<file path="src/rtl/dmem_arbiter.sv">
// Two-port round-robin arbiter in front of a single-ported data memory.
// Grants are combinational; each read returns on the tagged port one cycle after its grant.
module dmem_arbiter #(
  parameter int ADDR_W = 16,
  parameter int DATA_W = 16
) (
  input  logic              clk,
  input  logic              rst_n,
  input  logic              p0_req_i,
  input  logic              p0_we_i,
  input  logic [ADDR_W-1:0] p0_addr_i,
  input  logic [DATA_W-1:0] p0_wdata_i,
  output logic              p0_gnt_o,
  output logic              p0_rvalid_o,
  output logic [DATA_W-1:0] p0_rdata_o,
  input  logic              p1_req_i,
  input  logic              p1_we_i,
  input  logic [ADDR_W-1:0] p1_addr_i,
  input  logic [DATA_W-1:0] p1_wdata_i,
  output logic              p1_gnt_o,
  output logic              p1_rvalid_o,
  output logic [DATA_W-1:0] p1_rdata_o,
  output logic [ADDR_W-1:0] mem_addr_o,
  output logic [DATA_W-1:0] mem_wdata_o,
  output logic              mem_write_o,
  output logic              mem_read_o,
  input  logic [DATA_W-1:0] mem_rdata_i
);

  // ST_HOLD keeps grants off until the first clock edge after reset release.
  typedef enum logic {ST_HOLD, ST_RUN} state_t;

  state_t state_reg, state_next;
  logic   last_reg, last_next;          // 1 = port 1 was granted most recently
  logic   pend_reg, pend_next;
  logic   pend_tag_reg, pend_tag_next;

  logic [1:0]        req;
  logic [1:0]        we;
  logic [1:0]        gnt;
  logic [1:0]        rvalid;
  logic [ADDR_W-1:0] addr  [2];
  logic [DATA_W-1:0] wdata [2];
  logic [DATA_W-1:0] rdata [2];
  logic              sel;

  assign req      = {p1_req_i, p0_req_i};
  assign we       = {p1_we_i, p0_we_i};
  assign addr[0]  = p0_addr_i;
  assign addr[1]  = p1_addr_i;
  assign wdata[0] = p0_wdata_i;
  assign wdata[1] = p1_wdata_i;

  always_ff @(posedge clk or negedge rst_n) begin
    if (!rst_n) begin
      state_reg    <= ST_HOLD;
      last_reg     <= 1'b1;
      pend_reg     <= 1'b0;
      pend_tag_reg <= 1'b0;
    end else begin
      state_reg    <= state_next;
      last_reg     <= last_next;
      pend_reg     <= pend_next;
      pend_tag_reg <= pend_tag_next;
    end
  end

  always_comb begin
    state_next    = state_reg;
    last_next     = last_reg;
    pend_next     = 1'b0;
    pend_tag_next = pend_tag_reg;
    gnt           = 2'b00;
    sel           = 1'b0;
    mem_addr_o    = '0;
    mem_wdata_o   = '0;
    mem_write_o   = 1'b0;
    mem_read_o    = 1'b0;

    case (state_reg)
      ST_HOLD: state_next = ST_RUN;
      ST_RUN: begin
        // Port 0 wins when alone or when port 1 had the previous grant.
        if (req[0] && (!req[1] || last_reg)) gnt[0] = 1'b1;
        else if (req[1])                     gnt[1] = 1'b1;
      end
      default: state_next = ST_HOLD;
    endcase

    if (|gnt) begin
      sel           = gnt[1];
      mem_addr_o    = addr[sel];
      mem_wdata_o   = wdata[sel];
      mem_write_o   = we[sel];
      mem_read_o    = ~we[sel];
      last_next     = sel;
      pend_next     = ~we[sel];
      pend_tag_next = sel;
    end
  end

  for (genvar gi = 0; gi < 2; gi++) begin : g_port
    assign rvalid[gi] = pend_reg && (pend_tag_reg == 1'(gi));
    assign rdata[gi]  = rvalid[gi] ? mem_rdata_i : '0;
  end

  assign p0_gnt_o    = gnt[0];
  assign p1_gnt_o    = gnt[1];
  assign p0_rvalid_o = rvalid[0];
  assign p1_rvalid_o = rvalid[1];
  assign p0_rdata_o  = rdata[0];
  assign p1_rdata_o  = rdata[1];

endmodule

</file>
<file path="config.mk">
export PLATFORM = sky130hd
export DESIGN_NAME = dmem_arbiter
export DESIGN_NICKNAME = d
export VERILOG_FILES = /design/src/rtl/dmem_arbiter.sv
export SDC_FILE = /design/constraint.sdc
export NUM_CORES = 1
export LEC_CHECK = 0
export ABC_AREA = 1
export ABC_CLOCK_PERIOD_IN_PS = 2900
export CAP_MARGIN = 20
export CORE_MARGIN = 1.5
export CORE_UTILIZATION = 29
export CTS_CLUSTER_DIAMETER = 30
export DETAILED_ROUTE_END_ITERATION = 10
export PLACE_DENSITY = 0.91
export SYNTH_ARGS = -nofsm -noshare
export SYNTH_HDL_FRONTEND = slang
export SYNTH_SLANG_ARGS = --single-unit
</file>
<file path="constraint.sdc">
create_clock -name clk -period 2.9 [get_ports clk]
set_input_delay 0.58 -clock clk [delete_from_list [all_inputs] [get_ports clk]]
set_output_delay 0.58 -clock clk [all_outputs]
set_load 0.05 [all_outputs]
</file>
==> flow_metrics.tcl <==
set metrics [dict create \
    drc 0 \
    die_h_um 69.5 \
    fin_area_um2 3180 \
    clk_pin_slew_worst_paths_ns 0.03 \
    endpoint_kind "output pin" \
    core_um2 4290 \
    ys_warn_count 0 \
    nNetsFinal 464 \
    hold_ws_ns 0.485 \
    maxCapViolCount 0 \
    wl_per_cell_um 12.6 \
    totalWireLength_um 5410 \
    grt_usage_pct 21.2 \
    post-route-period-util_pct 94.4 \
    hold_viol 0 \
    first_pass_iters 4 \
    power_frac_seq_pct 7.7 \
    final_cell_mix "clkdlybuf4s50_1, nor2_1, nand2_1, buf_12, buf_4" \
    rows 24 \
    yosys.area.top_type "nor2_1" \
    num_vias 1951 \
    die_w_um 69.5 \
    critPathKind "in2out" \
    hp-class "reg2reg" \
    numCtsBuffers 3 \
    ys_top_cells_by_area "nor2_1, nand3b_1, a21oi_2, nand2_1, inv_1" \
    p_sw_mw 0.377 \
    syn_to_final_growth_pct 148 \
    hpwl_um 4390 \
    arrival_ns 2.16 \
    hold_depth 2 \
    internal-power_mw 0.466 \
    start_kind "primary input" \
    drive_gt1_share_pct 28.4 \
    reg2regPathDepth 7 \
    finalSetupViolCount 0 \
    critical_path_required_ns 2.32 \
    ys_seq_area_share_pct 7.90 \
    syn-instance-count 229 \
    ios 156 \
    fmax_mhz 365 \
    floorplan.die_area_um2 4830 \
    hold_buffers 0 \
    met3_usage_pct 2.62 \
    clkSinkCount 4 \
    grt_overflow 0 \
    slew_headroom_pct 62.2 \
    fin_util_pct 74.0 \
    cts_tree "built" \
    ys_types 18 \
    p_comb_share_pct 77.6 \
    power_mw 0.843 \
    max-vdd-ir-drop_uv 322 \
    grtUsageMet1_pct 24.9 \
    switching_share_pct 44.8 \
    dpl-instance-area_um2 3130 \
    clkPwrFrac_pct 14.6 \
    grtUsageMet2_pct 40.2 \
    grt_pass1_vias 1861 \
    fill_cells 317 \
    post_cts_buffers 0 \
    syn_avg_cell_area_um2 5.60 \
    cts_root_buf "clkbuf_8" \
    grt-busiest-layer "met2" \
    status "finished clean" \
    post_cts_resize_count 0 \
    vias_per_cell 4.55 \
    place.gp.congestion 0.780 \
    antenna_left 0 \
    grt_max_degree 45 \
    fin_crit_ns 2.74 \
    worstMarginPinSlew_ns 0.566 \
    antenna_found_initial 0 \
    synth_area_um2 1280 \
    numPortBuffers 155 \
    finalClockSkew_ns 0.00151 \
    synth-seq-cells 4 \
    power_density_nw_per_um2 265 \
    cts_buffer_depth 2 \
    first_iter_violations 77 \
    synthDominantCellAreaShare_pct 19.6 \
    diodes 0 \
    initial_utilization_pct 29.9 \
    fin_setup_tns_ns 0 \
    insertion_delay_ns 0.22 \
    grt_setup_unrepaired "false" \
    crit_fanout 11 \
    slew_violations 0 \
    final_common_cell "clkdlybuf4s50_1" \
    p_leak_nw 1.47 \
    syn-num-nets 315 \
    grt_pass1_wl_um 8540 \
    cts_max_level 1 \
]
-- cells in the mapped netlist --
| master | n |
|---|---|
| a21oi_1 | 12 |
| buf_6 | 4 |
| nand3_1 | 2 |
| o21a_1 | 1 |
| nand2_2 | 2 |
| inv_2 | 4 |
| a21oi_2 | 20 |
| buf_8 | 3 |
| nand3b_1 | 32 |
| buf_2 | 10 |
| nor2_1 | 67 |
| nand2_1 | 40 |
| conb_1 | 1 |
| inv_1 | 22 |
| dfrtp_1 | 3 |
| buf_4 | 3 |
| dfstp_2 | 1 |
| o21ai_1 | 2 |
-- routing by layer --
metal / wire [µm] / up-vias
li1: - / 1008
met1: 2250 / 865
met2: 2830 / 66
met3: 232 / 12
met4: 107 / 0
met5: 0 / -
-- logic make-up (layout without fill, tap and decap cells) --
kind of cell / after synthesis / after routing / share of synthesized area (%)
simple gates: 143 / 143 / 51.8
buf+inv: 46 / 194 / 20.3
compound gates: 35 / 35 / 19.7
flops: 4 / 4 / 7.90
other cells: 1 / 1 / 0.292
-- critical path: stages --
cell             delay (ns)
clkdlybuf4s50_1        0.51
nand2_1                0.08
inv_2                  0.26
buf_4                  0.25
a21oi_1                0.10
nor2_1                 0.21
buf_12                 0.17
-- final cells by class --
| type | instances | area [µm²] | share of cell area (%) |
|---|---|---|---|
| inverter | 26 | 97.6 | 3.07 |
| sequential | 4 | 101 | 3.19 |
| clock buffer | 4 | 45.0 | 1.42 |
| tap | 52 | 65.1 | 2.05 |
| timing repair buffer | 164 | 1950 | 61.3 |
| multi-input combinational | 179 | 921 | 29.0 |
-- power groups by stage --
stage          sequential (mW)  combinational [mW]  clock (mW)
5_1_grt                 0.0654               0.688       0.133
2_1_floorplan           0.0653               0.340           0
3_5_place_dp            0.0657               0.655           0
6_report                0.0651               0.655       0.123
4_1_cts                 0.0652               0.657       0.128
3_3_place_gp            0.0655               0.647           0
-- through the flow --
stage / setup slack, ns / instances
2_1_floorplan: 0.611 / 229
3_3_place_gp: 0.220 / 425
3_5_place_dp: 0.157 / 425
4_1_cts: 0.156 / 429
5_1_grt: 0.106 / 429
6_report: 0.161 / 429
-- path summary, 6_finish.rpt --
kind | from | to | slack, ns
min in group asynchronous | rst_n | pend_tag_reg | 0.56
max in group asynchronous | rst_n | last_reg | 2.10
worst min register to register | last_reg | last_reg | 0.49
worst min-delay path | last_reg | last_reg | 0.49
worst max register to register | last_reg | pend_reg | 1.55
worst max-delay path | p1_req_i | mem_wdata_o[0] | 0.16
Note: power is estimated with default switching activity, not from simulation.
